<file path="src/rtl/uart_alu_sequencer.sv">
// Collects operand A, operand B and opcode bytes from rx, lets the ALU settle for one
// cycle, then hands the result to tx and waits for it to finish.
module uart_alu_sequencer #(
  parameter int unsigned NB_DATA        = 8,
  parameter int unsigned NB_OP          = 6,
  parameter int unsigned TIMEOUT_CYCLES = 2000000
) (
  input  logic               i_clk,
  input  logic               i_reset,
  input  logic [NB_DATA-1:0] i_rx_data,
  input  logic               i_rx_valid,
  input  logic [NB_DATA-1:0] i_alu_result,
  input  logic               i_tx_done,
  output logic [NB_DATA-1:0] o_alu_a,
  output logic [NB_DATA-1:0] o_alu_b,
  output logic [NB_OP-1:0]   o_alu_op,
  output logic [NB_DATA-1:0] o_tx_data,
  output logic               o_tx_start,
  output logic               o_busy,
  output logic               o_timeout,
  output logic               o_overrun
);

  localparam int unsigned NbCnt = (TIMEOUT_CYCLES > 1) ? $clog2(TIMEOUT_CYCLES) : 1;
  localparam logic [NbCnt-1:0] CntMax = NbCnt'(TIMEOUT_CYCLES - 1);

  typedef enum logic [2:0] {
    StIdle,
    StWaitB,
    StWaitOp,
    StExec,
    StSend,
    StWaitDone
  } state_e;

  state_e             state_q, state_d;
  logic [NbCnt-1:0]   cnt_q, cnt_d;
  logic [NB_DATA-1:0] alu_a_q, alu_a_d;
  logic [NB_DATA-1:0] alu_b_q, alu_b_d;
  logic [NB_OP-1:0]   alu_op_q, alu_op_d;
  logic [NB_DATA-1:0] tx_data_q, tx_data_d;
  logic               timeout_q, timeout_d;
  logic               overrun_q, overrun_d;

  always_comb begin
    state_d   = state_q;
    cnt_d     = '0;
    alu_a_d   = alu_a_q;
    alu_b_d   = alu_b_q;
    alu_op_d  = alu_op_q;
    tx_data_d = tx_data_q;
    timeout_d = 1'b0;
    overrun_d = 1'b0;
    case (state_q)
      StIdle: begin
        if (i_rx_valid) begin
          alu_a_d = i_rx_data;
          state_d = StWaitB;
        end
      end
      StWaitB: begin
        // An arriving byte beats a simultaneous expiry.
        if (i_rx_valid) begin
          alu_b_d = i_rx_data;
          state_d = StWaitOp;
        end else if (cnt_q == CntMax) begin
          timeout_d = 1'b1;
          state_d   = StIdle;
        end else begin
          cnt_d = cnt_q + 1'b1;
        end
      end
      StWaitOp: begin
        if (i_rx_valid) begin
          alu_op_d = i_rx_data[NB_OP-1:0];
          state_d  = StExec;
        end else if (cnt_q == CntMax) begin
          timeout_d = 1'b1;
          state_d   = StIdle;
        end else begin
          cnt_d = cnt_q + 1'b1;
        end
      end
      StExec: begin
        tx_data_d = i_alu_result;
        overrun_d = i_rx_valid;
        state_d   = StSend;
      end
      StSend: begin
        overrun_d = i_rx_valid;
        state_d   = StWaitDone;
      end
      StWaitDone: begin
        overrun_d = i_rx_valid;
        if (i_tx_done) begin
          state_d = StIdle;
        end
      end
      default: state_d = StIdle;
    endcase
  end

  always_ff @(posedge i_clk or posedge i_reset) begin
    if (i_reset) begin
      state_q   <= StIdle;
      cnt_q     <= '0;
      alu_a_q   <= '0;
      alu_b_q   <= '0;
      alu_op_q  <= '0;
      tx_data_q <= '0;
      timeout_q <= 1'b0;
      overrun_q <= 1'b0;
    end else begin
      state_q   <= state_d;
      cnt_q     <= cnt_d;
      alu_a_q   <= alu_a_d;
      alu_b_q   <= alu_b_d;
      alu_op_q  <= alu_op_d;
      tx_data_q <= tx_data_d;
      timeout_q <= timeout_d;
      overrun_q <= overrun_d;
    end
  end

  assign o_alu_a    = alu_a_q;
  assign o_alu_b    = alu_b_q;
  assign o_alu_op   = alu_op_q;
  assign o_tx_data  = tx_data_q;
  assign o_tx_start = (state_q == StSend);
  assign o_busy     = (state_q != StIdle);
  assign o_timeout  = timeout_q;
  assign o_overrun  = overrun_q;

endmodule

</file>
<file path="config.mk">
export PLATFORM = sky130hd
export DESIGN_NAME = uart_alu_sequencer
export DESIGN_NICKNAME = d
export VERILOG_FILES = /design/src/rtl/uart_alu_sequencer.sv
export SDC_FILE = /design/constraint.sdc
export NUM_CORES = 1
export LEC_CHECK = 0
export ABC_AREA = 1
export BUFFER_PORTS_ARGS = -buffer_cell sky130_fd_sc_hd__buf_2
export CAP_MARGIN = 20
export CELL_PAD_IN_SITES_DETAIL_PLACEMENT = 1
export CELL_PAD_IN_SITES_GLOBAL_PLACEMENT = 1
export CORE_MARGIN = 1.5
export CORE_UTILIZATION = 36
export CTS_CLUSTER_DIAMETER = 200
export DETAILED_ROUTE_END_ITERATION = 10
export GPL_TIMING_DRIVEN = 0
export PLACE_DENSITY = 0.79
export SLEW_MARGIN = 20
export SYNTH_ARGS = -nofsm -noshare
export SYNTH_HDL_FRONTEND = slang
export SYNTH_SLANG_ARGS = --single-unit
</file>
<file path="constraint.sdc">
create_clock -name i_clk -period 1.8 [get_ports i_clk]
set_input_delay 0.36 -clock i_clk [delete_from_list [all_inputs] [get_ports i_clk]]
set_output_delay 0.36 -clock i_clk [all_outputs]
set_load 0.1 [all_outputs]
</file>
==> metrics.sh, run 1 <==
CTS.ROOT.BUFFER_CELL='clkbuf_8'
CTS_MAX_PATH_BUFFERS=2
CAPTURING_POINT_OF_THE_WORST_REG2REG_PATH='cnt_q[7]$_DFF_PP0_'
OUTCOME='finished clean'
LAYOUT_WORST_PATH_CYCLE_SHARE=0.947
CTS_POST_SETUP_BUFFERS_INSERTED=0
CRIT_REQUIRED_NS=1.44
NUMBER_OF_SYNTHESIZED_FLOPS_WITH_AN_ENABLE_PIN=0
TIMING.CRITICAL_PATH.ARRIVAL_NS=1.35
YS_SEQ_ELEMENTS=56
CPMOSTUSEDCELL='nor2_4'
FINAL_NET_COUNT=399
MET3_LENGTH_UM=177
FLOORPLAN.DIE_AREA_UM2=7880
COUNT_OF_SYNTHESIS_STAGE_WARNINGS_FROM_YOSYS=0
CP_SLOWEST_CELL='dfrtp_2'
SYNTHTOLAYOUTAREAGROWTH_PCT=20.2
FINAL_HOLD_VIOL_COUNT=0
MET1_LENGTH_MM=2.96
TRITONCTS_CLOCK_TREE='yes'
GRT_FIRST_PASS_WIRELENGTH_MM=10.2
VIAS_PER_CELL=4.67
DIE-HEIGHT_UM=88.8
SYNTH_LARGEST_AREA_CELL='dfrtp_1'
SYNTH.TOP_CELL.AREA_SHARE=0.529
REG2REG_DEPTH=9
IO_PINS=54
DETAILED_PLACE_HPWL_MM=4.68
CLKSLEWWORSTSETUPHOLDPATHS_NS=0.10
MAXCAPVIOLCOUNT=0
ROUTABILITYCONGESTION=0.774
CLOCK.FMAX_MHz=586
SYNTH.LIB_CELLS_USED.DISTINCT=25
NUMBER_OF_ANTENNA_VIOLATIONS_AT_THE_FIRST_CHECK_IN_GLOBAL_ROUTING=0
CRIT_PATH_LAUNCH='state_q[1]$_DFFE_PP0P_'
FINALSETUPVIOLCOUNT=0
SYNTH-SEQ-AREA-SHARE=0.529
FIRSTDRTPASSITERS=4
PLACEMENTROWS=31
LAYOUT-DRIVE-GT1-SHARE=0.259
ANTENNADIODECOUNT=0
TIMING_WORST_SLEW_PIN_VALUE_NS=0.702
ROUTE.FINAL.WIRE_LENGTH_MM=6.30
SYNTHARSTFLOPSHARE=1.00
CRIT_CHAIN='nor2_4 -> inv_1 -> nor2_4 -> buf_12'
GRT-OVFL-TOTAL=0
GRTUSAGETOTAL=0.164
CTS_MADE_BUFFERS=5
FIRST_GLOBAL_VIAS=2214
HOLD_WS_NS=0.174
CP_SLOWEST_STAGE_DELAY_NS=0.48
DRT-INITIAL-DRC-COUNT=74
RELSLEWSLACK=0.532
START_UTIL=0.369
CRITPATHCAPTURETYPE='primary output'
REGTOREGSETUPSLACK_NS=0.15
WORST-PATH-BUF-INV=2
CLK-INSERTION-DELAY-LATE_NS=0.31
CHIPWIDTH_UM=88.8
CTS_NUM_SINKS=56
TOTAL_CORE_AREA_UM2=7180
SYNTH.CELL_AREA_UM2=2650
HOLD_PATH.CLASS='in -> async'
MET2_WIRELENGTH_MM=3.11
DRC_ERRORS=0
NUMPORTBUFFERS=53
CRITICAL_PATH.MAX_FANOUT=5
TOP_ROUTING_LAYER_USED='met4'
CRITICAL_PATH_CLASS='reg -> out'
FINAL_ANTENNA_NET_COUNT=0
TIMING.FINAL.CRIT_PERIOD_NS=1.71
CTS-HTREE-LEVELS=2
SYNTHFLOPTYPE='dfrtp_1'
GRT_SETUP_UNREPAIRED='no'
DETAILROUTE.VIA_COUNT=2232
FINALMAXSLEWVIOLATIONS=0
LARGEST_NET_DEGREE_AT_THE_START_OF_GLOBAL_ROUTING=57
SYNTHTOPCELLSBYAREA='dfrtp_1 53%, nand2_1 13%, nor2_1 5.7%, inv_1 4.7%, o21ai_0 4.3%'
MAPPEDNETLISTNETS=339
FIN_SKEW_NS=0.0105
POST_SYNTH_INST_COUNT=318
WORST_PATH_DOMINANT_CELL_FAMILY='flip-flops'
POST_DRT_WL_PER_CELL_UM=13.2
SYN_AREA_PER_CELL_UM2=8.33
RR_STARTPOINT='cnt_q[0]$_DFF_PP0_'
CRITICAL_PATH.STARTPOINT_TYPE='register'
CTS.HOLD.BUFFERS_ADDED=0
area by class of cell:
type | count | area, µm²
flip-flops and latches | 56 | 1400
clock buffers | 5 | 68.8
well taps | 99 | 124
plain buffers | 4 | 35.0
fillers | 908 | 3990
repair buffers | 53 | 283
inverters | 39 | 149
multi-input cells | 219 | 1080
clock inverters | 3 | 42.5
cells in the mapped netlist (all sizes together), types with 2 or more instances:
library cell,n
nor2,56
buf,4
nor3,9
nand2,92
a21oi,7
nand4,5
a31oi,3
nor3b,2
xor2,6
inv,39
dfrtp,56
o21ai,23
nand3,14
placed cells by master, fill, tap and decap left out, types with 5 or more instances in the layout:
| cell type | netlist | layout |
|---|---|---|
| inv_1 | 33 | 32 |
| a21oi_1 | 6 | 6 |
| nor2_2 | 13 | 12 |
| nor2_1 | 40 | 39 |
| inv_2 | 6 | 6 |
| xor2_1 | 6 | 6 |
| clkbuf_8 | 0 | 5 |
| nand3_1 | 12 | 12 |
| o21ai_0 | 23 | 23 |
| nand2_1 | 89 | 89 |
| nor3_1 | 7 | 7 |
| buf_2 | 3 | 54 |
| nor2_4 | 3 | 5 |
| dfrtp_1 | 56 | 55 |
| nand4_1 | 5 | 5 |
repair_timing:
item / in CTS / in global routing
endpoints found under the hold margin: 0 / 0
gates resized for setup: 3 / 4
setup endpoints to repair: 1 / 2
through the flow:
step                cell area (µm²)  std cells  TNS (ns)  setup WS (ns)   util
global route                   3180        478         0        0.00584  0.443
global placement               3040        470    -40.10         -0.718  0.424
finish                         3180        478         0         0.0949  0.443
detailed placement             3050        470         0          0.156  0.425
floorplan                      2660        318         0         0.0687      -
CTS                            3170        478         0       0.000360  0.442
sequential cells by signal (all words and copies together) (netlist names):
name and count:
o_overrun 1, state_q 3, o_alu_b 8, o_alu_a 8, cnt_q 21, o_timeout 1, o_tx_data 8, o_alu_op 6
kinds of logic after synthesis:
logic type                 after synthesis  share of synthesized area
DFF                                     56                      0.529
buffers and inverters                   43                     0.0685
adders and majority gates                1                    0.00473
AOI/OAI and AO/OA                       33                     0.0681
xor gates and xnor gates                 7                     0.0232
and+or+nand+nor                        178                      0.306
how the worst max path moves through the flow:
stage / end / slack, ns / cells after the start
floorplan: cnt_q[0]$_DFF_PP0_ / 0.07 / 1
global placement: cnt_q[5]$_DFF_PP0_ / -0.72 / 2
detailed placement: o_tx_start / 0.16 / 4
CTS: o_tx_start / 0.0004 / 4
global route: o_tx_start / 0.006 / 4
finish: o_tx_start / 0.09 / 4
routing by layer:
layer	vias up	global-route usage
li1	1110	-
met1	1088	0.224
met2	30	0.274
met3	4	0.0317
met4	0	0.0298
met5	-	0
Power of run 1 is not shown: default switching activity piles up to over one toggle a cycle in this logic, so the estimate is an artifact.
==> run 2: changes to the inputs <==
--- a/config.mk
+++ b/config.mk
@@ -11,11 +11,11 @@
 export CELL_PAD_IN_SITES_DETAIL_PLACEMENT = 1
 export CELL_PAD_IN_SITES_GLOBAL_PLACEMENT = 1
 export CORE_MARGIN = 1.5
-export CORE_UTILIZATION = 36
+export CORE_UTILIZATION = 40
 export CTS_CLUSTER_DIAMETER = 200
 export DETAILED_ROUTE_END_ITERATION = 10
 export GPL_TIMING_DRIVEN = 0
-export PLACE_DENSITY = 0.79
+export PLACE_DENSITY = 0.83
 export SLEW_MARGIN = 20
 export SYNTH_ARGS = -nofsm -noshare
 export SYNTH_HDL_FRONTEND = slang
==> constraint.sdc (replaced) <==
create_clock -name i_clk -period 1.69 [get_ports i_clk]
set_input_delay 0.338 -clock i_clk [delete_from_list [all_inputs] [get_ports i_clk]]
set_output_delay 0.338 -clock i_clk [all_outputs]
set_load 0.1 [all_outputs]
==> metrics.sh, run 2 (synthesized netlist as in run 1, its figures left out) <==
DRT-INITIAL-DRC-COUNT=58
DETAILROUTE.VIA_COUNT=2294
CLK-INSERTION-DELAY-LATE_NS=0.32
LAYOUT-DRIVE-GT1-SHARE=0.293
WORST_SLACK_NS=0.0487
GRTUSAGETOTAL=0.190
CHIPWIDTH_UM=84.4
LAYOUT_COMMONEST_CELL='nand2_1'
CLKSLEWWORSTSETUPHOLDPATHS_NS=0.11
SYNTHTOLAYOUTAREAGROWTH_PCT=25.4
LARGEST_REG_FLOPS=21
RELSLEWSLACK=0.669
HOLD_WS_NS=0.0297
AREA_OF_THE_MULTI_INPUT_GATES_UM2=1110
CRIT_REQUIRED_NS=1.92
FINALMAXSLEWVIOLATIONS=0
PRECTSSETUPSLACK_NS=-0.00723
CRITICAL_PATH.STARTPOINT_TYPE='register'
OUTCOME='finished clean'
GRT-OVFL-TOTAL=0
PLACEMENTROWS=29
POST_DP_CELL_AREA_UM2=3080
CRITPATHCAPTURETYPE='register'
FINAL_NET_COUNT=412
FINALINSTANCEAREA_UM2=3320
POST_DRT_WL_PER_CELL_UM=14.0
FILL_CELLS=789
FIRSTDRTPASSITERS=4
CTS_MADE_BUFFERS=5
HOLD_PATH.CLASS='in -> async'
TIMING_WORST_SLEW_PIN_VALUE_NS=0.495
FF_LATCH_AREA_UM2=1400
MAXCAPVIOLCOUNT=0
CTS.ROOT.BUFFER_CELL='clkbuf_8'
FINALSETUPVIOLCOUNT=0
FINAL_ANTENNA_NET_COUNT=0
FINAL_HOLD_VIOL_COUNT=0
FINAL_CORE_UTIL=0.520
GRT_FIRST_PASS_WIRELENGTH_MM=11.1
CTS.HOLD.BUFFERS_ADDED=0
DIE-HEIGHT_UM=84.4
LAYOUT_WORST_PATH_CYCLE_SHARE=0.971
DRC_ERRORS=0
TOTAL_CORE_AREA_UM2=6390
FLOORPLAN.DIE_AREA_UM2=7120
CRITICAL_PATH.MAX_FANOUT=5
START_UTIL=0.415
NUMPORTBUFFERS=53
ROUTE.FINAL.WIRE_LENGTH_MM=6.57
FINAL_CELL_MIX='88 x nand2_1, 54 x buf_2, 54 x dfrtp_1, 38 x nor2_1, 32 x inv_1'
TRITONCTS_CLOCK_TREE='yes'
CTS-HTREE-LEVELS=2
LARGEST_NET_DEGREE_AT_THE_START_OF_GLOBAL_ROUTING=21
CLOCK.FMAX_MHz=609
REGISTERS.TOP_BY_FF_COUNT='cnt_q'
CRITICAL_PATH_CLASS='reg -> reg'
FIRST_GLOBAL_VIAS=2378
NUMBER_OF_ANTENNA_VIOLATIONS_AT_THE_FIRST_CHECK_IN_GLOBAL_ROUTING=0
CTS_MAX_PATH_BUFFERS=2
ANTENNADIODECOUNT=0
VIAS_PER_CELL=4.89
TIMING.CRITICAL_PATH.ARRIVAL_NS=1.87
TIMING.FINAL.CRIT_PERIOD_NS=1.64
CTS_NUM_SINKS=56
FIN_SKEW_NS=0.0120
ROUTABILITYCONGESTION=0.793
DETAILED_PLACE_HPWL_MM=4.85
IO_PINS=54
## run 2: path summary, 6_finish.rpt
path | from | to | slack, ns | cells past startpoint
max in group asynchronous | i_reset | cnt_q[0]$_DFF_PP0_ | 1.03 | 4
setup reg to reg | state_q[0]$_DFFE_PP0P_ | cnt_q[2]$_DFF_PP0_ | 0.05 | 7
min in group i_clk | i_alu_result[0] | o_tx_data[0]$_DFFE_PP0N_ | 0.21 | 3
setup / recovery | state_q[0]$_DFFE_PP0P_ | cnt_q[2]$_DFF_PP0_ | 0.05 | 7
hold reg to reg | o_tx_data[7]$_DFFE_PP0N_ | o_tx_data[7]$_DFFE_PP0N_ | 0.48 | 2
hold / removal | i_reset | o_alu_op[0]$_DFFE_PP0P_ | 0.03 | 2
## run 2: timing repair
| action | CTS | global route |
|---|---|---|
| resized for setup | 8 | 5 |
| endpoints found under the setup margin | 15 | 18 |
| setup buffers | 0 | 9 |
| pin swaps | 1 | 3 |
| gates cloned | 0 | 2 |
## run 2: stage by stage
| stage | instances | TNS [ns] |
|---|---|---|
| floorplan | 318 | 0 |
| global placement | 448 | 0 |
| detailed placement | 450 | -0.0125 |
| CTS | 458 | 0 |
| global route | 469 | -0.237 |
| finish | 469 | 0 |
## run 2: per-layer routing
layer,global-route usage,share of wire,wire length (µm)
met5,0,0,0
met4,0.0308,0.0046,30
met3,0.0482,0.049,321
met2,0.324,0.49,3230
met1,0.249,0.45,2990
## run 2: layout make-up
cell class | count | share of cell area
Sequential cell | 56 | 0.423
Clock buffer | 5 | 0.0207
Buffer | 4 | 0.0106
Multi-Input combinational cell | 220 | 0.333
Inverter | 39 | 0.0452
Clock inverter | 3 | 0.00867
Timing Repair Buffer | 65 | 0.130
Tap cell | 77 | 0.0290
## run 2: worst max-delay path, cell delays in order (launching register included)
cell and delay, ns:
dfrtp_1 0.44, buf_4 0.15, inv_2 0.11, nand3_2 0.14, a21oi_4 0.24, nand2_4 0.13
buf_4 0.16, nor3b_1 0.18
Power of run 2 is left out for the same reason.
==> run 3: changes to the inputs <==
--- a/config.mk
+++ b/config.mk
@@ -14,7 +14,6 @@
 export CORE_UTILIZATION = 40
 export CTS_CLUSTER_DIAMETER = 200
 export DETAILED_ROUTE_END_ITERATION = 10
-export GPL_TIMING_DRIVEN = 0
 export PLACE_DENSITY = 0.83
 export SLEW_MARGIN = 20
 export SYNTH_ARGS = -nofsm -noshare
==> metrics.sh, run 3 (synthesized netlist as in run 1, its figures left out) <==
OUTCOME='finished clean'
PLACEMENTROWS=29
LAYOUT_COMMONEST_CELL='nand2_1'
FINALMAXSLEWVIOLATIONS=0
TIMING.HOLD.WORST_PATH_DEPTH=3
FLOORPLAN.DIE_AREA_UM2=7120
NUMPORTBUFFERS=53
FILL_CELLS=810
ROUTABILITYCONGESTION=0.793
LARGEST_REG_FLOPS=21
CTS.ROOT.BUFFER_CELL='clkbuf_8'
FIN_SKEW_NS=0.00954
CTS_NUM_SINKS=56
CLK-INSERTION-DELAY-LATE_NS=0.32
ANTENNADIODECOUNT=0
CRITPATHCAPTURETYPE='primary output'
FIRST_GLOBAL_VIAS=2257
SETUP_TOTAL_NEGATIVE_SLACK_NS=0
RELSLEWSLACK=0.669
DRT-INITIAL-DRC-COUNT=112
FIRSTDRTPASSITERS=4
DETAILED_PLACE_HPWL_MM=4.92
FINAL_CORE_UTIL=0.504
CHIPWIDTH_UM=84.4
LAYOUT-DRIVE-GT1-SHARE=0.268
CRIT_CHAIN='nor2_4 -> inv_2 -> nor2_4 -> buf_12'
TOTAL_CORE_AREA_UM2=6390
CP_SLOWEST_CELL='dfrtp_2'
CTS_MADE_BUFFERS=5
FINAL_CELL_MIX='89 x nand2_1, 55 x dfrtp_1, 51 x buf_2, 39 x nor2_1, 31 x inv_1'
TIMING.FINAL.CRIT_PERIOD_NS=1.63
FINALINSTANCEAREA_UM2=3220
POST_DRT_WL_PER_CELL_UM=14.0
FF_LATCH_AREA_UM2=1400
START_UTIL=0.415
CLOCK.FMAX_MHz=614
TIMING_WORST_SLEW_PIN_VALUE_NS=0.500
GRT-OVFL-TOTAL=0
AREA_OF_THE_MULTI_INPUT_GATES_UM2=1080
DRC_ERRORS=0
VIAS_PER_CELL=4.95
CTS_MAX_PATH_BUFFERS=2
REG2REG_DEPTH=8
FINAL_ANTENNA_NET_COUNT=0
GRTUSAGETOTAL=0.190
ROUTE.FINAL.WIRE_LENGTH_MM=6.46
CLKSLEWWORSTSETUPHOLDPATHS_NS=0.11
DIE-HEIGHT_UM=84.4
POST_DP_CELL_AREA_UM2=3090
CPMOSTUSEDCELL='nor2_4'
DETAILROUTE.VIA_COUNT=2282
CRITICAL_PATH_CELL_COUNT=4
GRT_FIRST_PASS_WIRELENGTH_MM=10.9
TIMING.CRITICAL_PATH.ARRIVAL_NS=1.29
WORST_PATH_DOMINANT_CELL_FAMILY='flip-flops'
WORST-PATH-BUF-INV=2
NUMBER_OF_ANTENNA_VIOLATIONS_AT_THE_FIRST_CHECK_IN_GLOBAL_ROUTING=0
IO_PINS=54
CRITICAL_PATH.STARTPOINT_TYPE='register'
MAXCAPVIOLCOUNT=0
CRITICAL_PATH_CLASS='reg -> out'
FINAL_NET_COUNT=404
SYNTHTOLAYOUTAREAGROWTH_PCT=21.6
LAYOUT_WORST_PATH_CYCLE_SHARE=0.964
FINAL_HOLD_VIOL_COUNT=0
TRITONCTS_CLOCK_TREE='yes'
HOLD_PATH.CLASS='in -> reg'
REGISTERS.TOP_BY_FF_COUNT='cnt_q'
CRITICAL_PATH.MAX_FANOUT=4
FINALSETUPVIOLCOUNT=0
CTS-HTREE-LEVELS=2
CRIT_REQUIRED_NS=1.35
LARGEST_NET_DEGREE_AT_THE_START_OF_GLOBAL_ROUTING=45
CP_SLOWEST_STAGE_DELAY_NS=0.44
## run 3: cell count changes in the layout (fill, tap and decap cells not counted), sizes merged
cell         before  now
buf              68   61
clkbuf            6    5
dlygate4sd3       0    1
nand2            93   92
## run 3: cell type report
| cell class | instances | share of cell area |
|---|---|---|
| clock buffer | 5 | 0.0214 |
| clock inverter | 3 | 0.00894 |
| sequential | 56 | 0.436 |
| timing repair buffer | 62 | 0.121 |
| tap | 77 | 0.0299 |
| multi-input combinational | 219 | 0.336 |
| inverter | 39 | 0.0466 |
## run 3: metal layers
| layer | track usage | routed length (µm) | vias to the layer above |
|---|---|---|---|
| li1 | - | - | 1119 |
| met1 | 0.253 | 2940 | 1112 |
| met2 | 0.319 | 3180 | 49 |
| met3 | 0.0442 | 293 | 2 |
| met4 | 0.0440 | 42 | 0 |
| met5 | 0 | 0 | - |
## run 3: worst reg2reg max path: cells and delay by family (launching register included)
kind	cells	cell delay [ns]
and+or+nand+nor	7	0.97
DFF	1	0.39
buffers and inverters	1	0.12
## run 3: final timing paths
| check | startpoint | to | slack [ns] |
|---|---|---|---|
| setup / recovery | state_q[1]$_DFFE_PP0P_ | o_tx_start | 0.06 |
| hold / removal | i_alu_result[0] | o_tx_data[0]$_DFFE_PP0N_ | 0.22 |
| setup reg to reg | cnt_q[1]$_DFF_PP0_ | cnt_q[17]$_DFF_PP0_ | 0.10 |
| hold reg to reg | o_tx_data[5]$_DFFE_PP0N_ | o_tx_data[5]$_DFFE_PP0N_ | 0.48 |
| max in group asynchronous | i_reset | state_q[1]$_DFFE_PP0P_ | 0.64 |
| min in group asynchronous | i_reset | cnt_q[13]$_DFF_PP0_ | 0.52 |
## run 3: what timing repair did
item	in CTS	in global routing
buffers inserted	1	1
resized for setup	2	2
hold buffers	1	0
endpoints found under the hold margin	12	0
pin swaps	0	1
setup endpoints to repair	2	4
## run 3: metrics by stage
stage	hold slack (ns)	cells	setup WS [ns]
after global routing	0.219	461	-0.00279
after detailed placement	0.322	450	0.144
final	0.219	461	0.0613
after CTS	0.211	460	0.00879
after global placement	0.323	450	0.229
after floorplan	0.418	318	0.172
Power of run 3 is left out for the same reason.
